<file path="src/rtl/arb_pkg.sv">
// Shared types and default sizing for the RAM arbiter.
package arb_pkg;

    localparam int unsigned ADDR_W_DEF   = 16;
    localparam int unsigned DATA_W_DEF   = 8;
    localparam int unsigned MAX_WAIT_DEF = 4;
    localparam int unsigned LEN_W        = 8;

    typedef enum logic [1:0] {
        IDLE,
        BURST,
        FINISH
    } arb_state_t;

endpackage

</file>
<file path="src/rtl/arb_burst_ctr.sv">
// Burst address / remaining-beat counters with last-beat flag.
module arb_burst_ctr
    import arb_pkg::*;
#(
    parameter int unsigned ADDR_W = ADDR_W_DEF
) (
    input  logic              clk,
    input  logic              reset,
    input  logic              load,
    input  logic [ADDR_W-1:0] load_addr,
    input  logic [LEN_W-1:0]  load_len,
    input  logic              advance,
    output logic [ADDR_W-1:0] burst_addr,
    output logic              last_beat
);

    logic [LEN_W-1:0] remaining;

    // Load on burst start; step address (wrapping) and count down on each beat.
    always_ff @(posedge clk) begin
        if (reset) begin
            burst_addr <= '0;
            remaining  <= '0;
        end else if (load) begin
            burst_addr <= load_addr;
            remaining  <= load_len;
        end else if (advance) begin
            burst_addr <= burst_addr + 1'b1;
            remaining  <= remaining - 1'b1;
        end
    end

    assign last_beat = (remaining == '0);

endmodule

</file>
<file path="src/rtl/ram_arbiter.sv">
// Arbitrates a single-port RAM between the CPU memory stage and a burst master.
// The CPU has priority except when the burst master has been starved MAX_WAIT cycles.
module ram_arbiter
    import arb_pkg::*;
#(
    parameter int unsigned ADDR_W   = ADDR_W_DEF,
    parameter int unsigned DATA_W   = DATA_W_DEF,
    parameter int unsigned MAX_WAIT = MAX_WAIT_DEF
) (
    input  logic              clk,
    input  logic              reset,
    input  logic              cpu_req,
    input  logic              cpu_we,
    input  logic [ADDR_W-1:0] cpu_addr,
    input  logic [DATA_W-1:0] cpu_wdata,
    output logic              cpu_stall,
    output logic [DATA_W-1:0] cpu_rdata,
    output logic              cpu_rvalid,
    input  logic              ext_req,
    input  logic              ext_we,
    input  logic [ADDR_W-1:0] ext_addr,
    input  logic [LEN_W-1:0]  ext_len,
    input  logic [DATA_W-1:0] ext_wdata,
    output logic              ext_beat,
    output logic [DATA_W-1:0] ext_rdata,
    output logic              ext_rvalid,
    output logic              ext_done,
    output logic [ADDR_W-1:0] ram_addr,
    output logic [DATA_W-1:0] ram_wdata,
    output logic              ram_wren,
    input  logic [DATA_W-1:0] ram_q
);

    localparam int unsigned WAIT_W = (MAX_WAIT < 1) ? 1 : $clog2(MAX_WAIT + 1);
    localparam logic [WAIT_W-1:0] WAIT_MAX = WAIT_W'(MAX_WAIT);

    arb_state_t        state;
    logic [WAIT_W-1:0] wait_cnt;
    logic              burst_we;
    logic              cpu_rv_q;
    logic              ext_rv_q;
    logic              done_q;

    logic              at_limit;
    logic              cpu_grant;
    logic              beat;
    logic              load;
    logic [ADDR_W-1:0] burst_addr;
    logic              last_beat;

    // Grant/beat decision; reset suppresses both so nothing reaches the RAM.
    always_comb begin
        at_limit  = (state == BURST) && (wait_cnt == WAIT_MAX);
        cpu_grant = cpu_req && !reset && !at_limit;
        beat      = (state == BURST) && !reset && (!cpu_req || at_limit);
        load      = (state == IDLE) && !reset && ext_req;
    end

    // RAM port mux driven from whichever requester won this cycle.
    always_comb begin
        ram_addr  = '0;
        ram_wdata = '0;
        ram_wren  = 1'b0;
        if (cpu_grant) begin
            ram_addr  = cpu_addr;
            ram_wdata = cpu_wdata;
            ram_wren  = cpu_we;
        end else if (beat) begin
            ram_addr  = burst_addr;
            ram_wdata = ext_wdata;
            ram_wren  = burst_we;
        end
    end

    // Burst FSM, starvation counter and read-valid tags.
    always_ff @(posedge clk) begin
        if (reset) begin
            state    <= IDLE;
            wait_cnt <= '0;
            burst_we <= 1'b0;
            cpu_rv_q <= 1'b0;
            ext_rv_q <= 1'b0;
            done_q   <= 1'b0;
        end else begin
            cpu_rv_q <= cpu_grant && !cpu_we;
            ext_rv_q <= beat && !burst_we;
            done_q   <= 1'b0;
            case (state)
                IDLE: begin
                    wait_cnt <= '0;
                    if (ext_req) begin
                        burst_we <= ext_we;
                        state    <= BURST;
                    end
                end
                BURST: begin
                    if (beat) begin
                        wait_cnt <= '0;
                        if (last_beat) begin
                            state  <= FINISH;
                            done_q <= 1'b1;
                        end
                    end else if (cpu_grant) begin
                        wait_cnt <= wait_cnt + 1'b1;
                    end
                end
                FINISH: begin
                    wait_cnt <= '0;
                    state    <= IDLE;
                end
                default: state <= IDLE;
            endcase
        end
    end

    arb_burst_ctr #(
        .ADDR_W (ADDR_W)
    ) u_burst_ctr (
        .clk        (clk),
        .reset      (reset),
        .load       (load),
        .load_addr  (ext_addr),
        .load_len   (ext_len),
        .advance    (beat),
        .burst_addr (burst_addr),
        .last_beat  (last_beat)
    );

    // Registered flags are masked by reset so outputs read 0 from the first reset cycle.
    assign cpu_stall  = cpu_req && !cpu_grant;
    assign ext_beat   = beat;
    assign cpu_rvalid = cpu_rv_q && !reset;
    assign ext_rvalid = ext_rv_q && !reset;
    assign ext_done   = done_q && !reset;
    assign cpu_rdata  = reset ? '0 : ram_q;
    assign ext_rdata  = reset ? '0 : ram_q;

endmodule

</file>
<file path="config.mk">
export PLATFORM = sky130hd
export DESIGN_NAME = ram_arbiter
export DESIGN_NICKNAME = d
export VERILOG_FILES = /design/src/rtl/arb_pkg.sv /design/src/rtl/arb_burst_ctr.sv /design/src/rtl/ram_arbiter.sv
export SDC_FILE = /design/constraint.sdc
export NUM_CORES = 1
export LEC_CHECK = 0
export BUFFER_PORTS_ARGS = -buffer_cell sky130_fd_sc_hd__buf_2
export CORE_MARGIN = 2
export CORE_UTILIZATION = 38
export CTS_BUF_LIST = sky130_fd_sc_hd__clkbuf_2
export DETAILED_ROUTE_END_ITERATION = 8
export GPL_ROUTABILITY_DRIVEN = 0
export PLACE_DENSITY_LB_ADDON = 0.05
export SYNTH_ARGS = -nofsm -noshare
export SYNTH_HDL_FRONTEND = slang
export SYNTH_SLANG_ARGS = --single-unit
export TNS_END_PERCENT = 30
</file>
<file path="constraint.sdc">
create_clock -name clk -period 4.3 [get_ports clk]
set_input_delay 0.215 -clock clk [delete_from_list [all_inputs] [get_ports clk]]
set_output_delay 0.215 -clock clk [all_outputs]
set_load 0.01 [all_outputs]
</file>
==> qor.csv, run 1 <==
stage;metric;value;unit
status;status;finished clean;
worst_hold_path;worst hold start;ext_len[1];
timing;final max-slew violation count;0;
pwr;VDD IR max;0.1154;mV
timing;Final setup viols;0;
global_routing;global-route wire length before repair;9.135;mm
timing;fin crit share;60.99;%
worst_setup_path;crit-path max cell delay;0.37;ns
cts;Worst-Skew Late Latency;0.38;ns
die;initial core utilization;39.26;%
worst_setup_path;FF-to-FF setup slack;2.17;ns
worst_setup_path;CP Cell Sequence;inv_1, ha_1, a21bo_2, and2_1, buf_4, a22o_1, buf_2;
timing;Total Neg Setup Slack;0;ns
global_routing;Tot GR Track Use;18.52;%
worst_setup_path;CP endpoint kind;primary output;
synthesis;async set or reset register ratio after synthesis;0;%
layout;most frequent cells in the layout;115 x buf_2, 33 x dfxtp_1, 25 x a22o_1, 24 x nor2_1;
placed_design;Placement Setup Slack;1.948;ns
timing;clk_skew;0.01671;ns
routing;initial DRC count;61;
routing;routed vias;2223;
synthesis;Primary FF master, synth;dfxtp_1;
synthesis;Cells after Synth;252;
die;Ports;116;
worst_setup_path;Startpoint Class;flop;
job;# Max-Cap Violations;0;
pwr;LEAKAGE;1.283;nW
worst_hold_path;Worst Hold Depth;3;
die;die height;79.43;um
worst_setup_path;Crit-path slowest cell;buf_4;
die;num rows;27;
synthesis;Unique masters post-synth;48;
synthesis;Synth Register Bits;33;
timing;worst slew pin tran;1.015;ns
routing;ANT nets after route;0;
synthesis;mapped cell area;2162;um^2
timing;RSZ-0062 raised after global routing;false;
pwr;PwrDens;249.5;nW/um^2
worst_setup_path;critical path type;reg -> out;
cts;hold buffer count at CTS;1;
synthesis;YS warnings;0;
worst_setup_path;worst reg2reg startpoint;wait_cnt[0];
global_routing;antenna violations before repair;0;
worst_setup_path;R2R depth;7;
layout;Layout Nets;426;
cts;Clock transition at path regs;0.17;ns
synthesis;top cell type's share of synthesized area;30.56;%
timing;endpoints failing hold;0;
worst_setup_path;Critical Path AT;2.41;ns
placed_design;port buffer count;115;
placed_design;DP Wirelength;4.247;mm
synthesis;Seq/Total Area, Yosys;30.56;%
pwr;Design Power;0.6832;mW
cts;Sinks on Clock Net;33;
synthesis;number of flops mapped to enable cells by yosys;0;
synthesis;Yosys top cell by area;dfxtp_1;
routing;vias per inst;5.243;
timing;final setup margin;1.677;ns
worst_setup_path;crit path max fanout;29;
timing;Max Freq;381.3;MHz
die;Die ar.;6309;um^2
routing;Avg WL per Cell;13.63;um
worst_hold_path;Hold Path End;u_burst_ctr.remaining[1];
cts;Post-CTS Setup Bufs;0;
timing;Slew HR;32.26;%
synthesis;Synthesized Nets;327;
timing;fin crit period;2.623;ns
routing;DRC errors left;0;
die;Core Area;5507;um^2
cts;clk root buf;clkbuf_2;
routing;Pre-antenna DRT Iters;6;
layout;area grow syn2layout;26.68;%
layout;Ant. Diodes;0;
cts;CTS Buffer Depth;2;
cts;TritonCTS clock tree;built;
layout;fraction of layout cells with a size suffix above 1;38.35;%
worst_setup_path;WP data required;4.09;ns
worst_hold_path;Hold/Removal Path Class;in -> reg;
layout;most common cell after layout, fill and taps aside;buf_2;
global_routing;GRT overflow;0;
synthesis;syn_area_per_cell;8.580;um^2
die;Chip Width;79.43;um
cts;# resized after CTS;0;
global_routing;number of global-route vias before repair;1965;
cts;Num CTS Buffers;5;
cts;CTS H-tree lvls;2;
routing;WL final;5.778;mm
worst_setup_path;reg2reg end;u_burst_ctr.burst_addr[1];
synthesis;synth top area cells;dfxtp_1 31%, a22o_1 10%, a211oi_1 5.2%, nor2b_1 4.3%, nor2_1 4.2%;
global_routing;largest net degree at the start of global routing;44;
==> critical path: cells and delay by family, from the launching register on <==
family | cells | cell delay, ns
fa+ha+maj | 1 | 0.21
buf+inv | 3 | 0.57
compound gates | 2 | 0.55
simple gates | 1 | 0.34
flops | 1 | 0.36
==> per-stage QoR <==
| step | instances | hold slack (ns) | utilization [%] | instance area, um^2 |
|---|---|---|---|---|
| after global placement | 415 | 0.4014 | 48.83 | 2689 |
| after detailed placement | 415 | 0.4050 | 48.83 | 2689 |
| after floorplan | 252 | 0.2866 | - | 2162 |
| after global routing | 424 | 0.01557 | 49.74 | 2739 |
| final | 424 | 0.05606 | 49.74 | 2739 |
| after CTS | 424 | 0.02525 | 49.74 | 2739 |
==> synthesized netlist by cell type, types with 2 or more instances <==
cell type / number
nand3b_1: 2
inv_1: 5
nand4_1: 8
a21oi_1: 6
ha_1: 5
or3_1: 4
nand4b_1: 2
and2_1: 5
nor3_1: 3
a31o_1: 2
dfxtp_1: 33
a22o_1: 25
a311oi_1: 5
nor2_1: 24
nor2b_1: 15
nand2b_1: 2
o21ai_0: 5
a31oi_1: 2
and3_1: 5
clkbuf_1: 11
a211oi_1: 15
and4_1: 5
nand2_1: 11
buf_2: 3
xnor2_1: 3
xor2_1: 9
buf_6: 2
buf_4: 11
nand3_1: 5
==> routing by layer <==
metal  vias up  share of wire (%)  global-route usage [%]
met2        92                 45                   31.43
met1       988                 46                   22.85
met5         -                  0                       0
met3         6                7.9                   4.525
met4         0                1.3                   6.207
li1       1137                  -                       -
==> report_power, final <==
group | total (mW) | switching (mW) | internal (mW)
combinational | 0.179 | 0.0923 | 0.0863
clock | 0.150 | 0.109 | 0.0408
sequential | 0.355 | 0.0252 | 0.330
total | 0.683 | 0.227 | 0.457
==> flip-flops by register name, summed over array words and instances (netlist names) <==
name / flops
burst_we: 1
cpu_rv_q: 1
done_q: 1
ext_rv_q: 1
state: 2
u_burst_ctr.burst_addr: 16
u_burst_ctr.remaining: 8
wait_cnt: 3
==> cells by family (layout without fill, tap and decap cells) <==
logic type	count (synthesis)	count (layout)	synth area share, %
buf+inv	32	132	8.333
compound gates	70	70	25.81
flops	33	33	30.56
simple gates	99	99	27.08
fa+ha+maj	5	5	2.894
xor+xnor	12	12	4.862
mux	1	1	0.4630
==> worst max-delay path by stage <==
stage | from | end | slack (ns) | depth (start not counted)
5_1_grt | wait_cnt[0] | ram_addr[13] | 1.45 | 7
2_1_floorplan | wait_cnt[0] | ram_addr[10] | 2.49 | 7
3_3_place_gp | reset | ram_addr[14] | 2.00 | 6
3_5_place_dp | reset | ram_addr[14] | 1.95 | 6
4_1_cts | wait_cnt[0] | ram_addr[14] | 1.65 | 7
6_report | wait_cnt[0] | ram_addr[14] | 1.68 | 7
==> cell type report <==
class | instances | area [um^2]
inverter | 5 | 18.77
sequential | 33 | 660.6
clock inverter | 2 | 10.01
timing repair buffer | 119 | 608.1
multi-input combinational | 187 | 1321
tap | 72 | 90.09
fill | 584 | 2768
clock buffer | 6 | 30.03
Power figures use the tool's default switching activity.
==> run 2: changes to the inputs <==
==> constraint.sdc (replaced) <==
create_clock -name clk -period 2.17 [get_ports clk]
set_input_delay 0.1085 -clock clk [delete_from_list [all_inputs] [get_ports clk]]
set_output_delay 0.1085 -clock clk [all_outputs]
set_load 0.01 [all_outputs]
==> run 2 against run 1 <==
Net effect: clock power grew to 2.8 times the previous value; power is 120% higher; clock-buffer cell count stayed put; sequential share of layout area is 2.1 points lower; clock skew is 0.011 ns higher; combinational power is 120% higher; critical path type unchanged; largest power group unchanged; highest routed layer unchanged.
==> qor.csv, run 2 (same netlist as run 1, synthesis figures left out) <==
stage;metric;value;unit
timing;clk_skew;0.02774;ns
die;die height;79.43;um
routing;vias per inst;5.178;
cts;CTS H-tree lvls;2;
global_routing;antenna violations before repair;0;
cts;Clock transition at path regs;0.19;ns
worst_setup_path;CP endpoint kind;primary output;
global_routing;Tot GR Track Use;19.14;%
worst_setup_path;Critical Path AT;1.92;ns
worst_hold_path;Hold/Removal Path Class;in -> reg;
layout;most common cell after layout, fill and taps aside;buf_2;
routing;ANT nets after route;0;
worst_setup_path;worst reg2reg startpoint;wait_cnt[0];
timing;Slew HR;71.77;%
layout;area grow syn2layout;39.29;%
timing;RSZ-0062 raised after global routing;false;
global_routing;GR peak layer;met2;
worst_hold_path;Hold Path End;u_burst_ctr.burst_addr[3];
timing;Final setup viols;0;
cts;Num CTS Buffers;5;
global_routing;met3 global-route usage;3.507;%
worst_setup_path;crit path max fanout;18;
timing;worst slew pin tran;0.4235;ns
layout;Ant. Diodes;0;
die;Die ar.;6309;um^2
layout;Post-Layout Inst Area;3012;um^2
routing;Pre-antenna DRT Iters;3;
worst_setup_path;R2R depth;8;
layout;top flop regs;u_burst_ctr.burst_addr (16), u_burst_ctr.remaining (8), wait_cnt (3);
placed_design;Post-DP Area;2734;um^2
timing;fin crit period;2.032;ns
worst_hold_path;Worst Hold Depth;3;
pwr;PwrDens;500.0;nW/um^2
cts;CTS Buffer Depth;2;
worst_setup_path;WP data required;2.06;ns
die;Core Area;5507;um^2
timing;fin crit share;93.63;%
cts;clk root buf;clkbuf_2;
global_routing;met1 Track Usage GR;24.15;%
layout;Largest register FFs;16;
layout;Fillers;559;
global_routing;global-route wire length before repair;9.604;mm
layout;fraction of layout cells with a size suffix above 1;38.46;%
cts;Worst-Skew Late Latency;0.38;ns
cts;TritonCTS clock tree;built;
layout;Layout Nets;451;
layout;Most flops, register;u_burst_ctr.burst_addr;
die;num rows;27;
pwr;LEAKAGE;1.406;nW
pwr;VDD IR max;0.3027;mV
routing;Avg WL per Cell;13.33;um
routing;routed vias;2325;
layout;most frequent cells in the layout;115 x buf_2, 31 x dfxtp_1, 25 x a22o_1, 24 x nor2_1, 18 x dlygate4sd3_1;
worst_hold_path;worst hold start;ext_addr[3];
die;initial core utilization;39.26;%
placed_design;DP Wirelength;4.391;mm
routing;WL final;5.987;mm
global_routing;number of global-route vias before repair;2079;
global_routing;largest net degree at the start of global routing;39;
die;Chip Width;79.43;um
worst_setup_path;Startpoint Class;flop;
worst_setup_path;critical path type;reg -> out;
routing;initial DRC count;69;
placed_design;Placement Setup Slack;0.2838;ns
placed_design;port buffer count;115;
status;status;finished clean;
cts;Sinks on Clock Net;33;
timing;Max Freq;492.2;MHz
job;# Max-Cap Violations;0;
die;Ports;116;
timing;final max-slew violation count;0;
timing;Total Neg Setup Slack;0;ns
global_routing;GRT overflow;0;
timing;endpoints failing hold;0;
worst_setup_path;FF-to-FF setup slack;0.31;ns
routing;DRC errors left;0;
global_routing;GR Util met2;33.28;%
timing;final setup margin;0.1383;ns
worst_setup_path;reg2reg end;u_burst_ctr.burst_addr[7];
-- run 2: cell count changes in the layout (fill, tap and decap cells not counted), moves of 2 or more --
cell / previous run / this run
dlygate4sd3_1: 1 / 18
buf_4: 3 / 9
buf_6: 0 / 2
clkinv_2: 2 / 0
dfxtp_1: 33 / 31
dfxtp_2: 0 / 2
-- run 2: layout make-up --
type                    instances  area [um^2]  area share [%]
flip-flops and latches         33        663.1           22.02
inverters                       5        18.77          0.6232
repair buffers                144        845.8           28.08
clock buffers                   6        30.03          0.9971
clock inverters                 2        33.78           1.122
multi-input cells             187         1330           44.16
well taps                      72        90.09           2.991
-- run 2: how the worst max path moves through the flow --
| stage | cells after the start | slack (ns) | end | startpoint |
|---|---|---|---|---|
| floorplan | 7 | 0.47 | ram_addr[10] | wait_cnt[0] |
| global placement | 7 | 0.38 | u_burst_ctr.remaining[7] | wait_cnt[0] |
| detailed placement | 7 | 0.28 | u_burst_ctr.remaining[7] | wait_cnt[0] |
| CTS | 7 | 0.03 | ram_addr[13] | wait_cnt[0] |
| global route | 7 | 0.02 | ram_wren | wait_cnt[0] |
| finish | 7 | 0.14 | ram_addr[13] | wait_cnt[0] |
-- run 2: per-layer routing --
| metal | share of wire (%) | up-vias |
|---|---|---|
| li1 | - | 1181 |
| met1 | 46 | 1047 |
| met2 | 46 | 92 |
| met3 | 7.1 | 5 |
| met4 | 1.0 | 0 |
| met5 | 0 | - |
-- run 2: critical path, cell delays in order (launching register included) --
cell and delay (ns):
dfxtp_2 0.37, inv_1 0.05, ha_2 0.20, a21bo_4 0.22, and2_1 0.16, buf_6 0.16, a22o_1 0.24, buf_2 0.14
-- run 2: stage by stage --
stage	power, mW	util [%]	cells	hold WS [ns]
2_1_floorplan	0.9351	-	252	0.1801
3_3_place_gp	1.077	49.65	421	0.3063
3_5_place_dp	1.081	49.65	421	0.3033
4_1_cts	1.524	54.37	448	0.001827
5_1_grt	1.603	54.69	449	0.0008488
6_report	1.506	54.69	449	0.01954
-- run 2: repair_timing --
action | CTS | global route
hold buffers | 18 | 0
gates resized for setup | 3 | 3
endpoints found under the hold margin | 17 | 0
pin swaps | 1 | 0
buffers inserted | 1 | 1
endpoints found under the setup margin | 25 | 25
gates cloned | 0 | 0
-- run 2: where the power goes --
part,switching [mW],internal (mW)
Combinational,0.188,0.202
Sequential,0.0503,0.653
Clock,0.216,0.197
Total,0.454,1.05
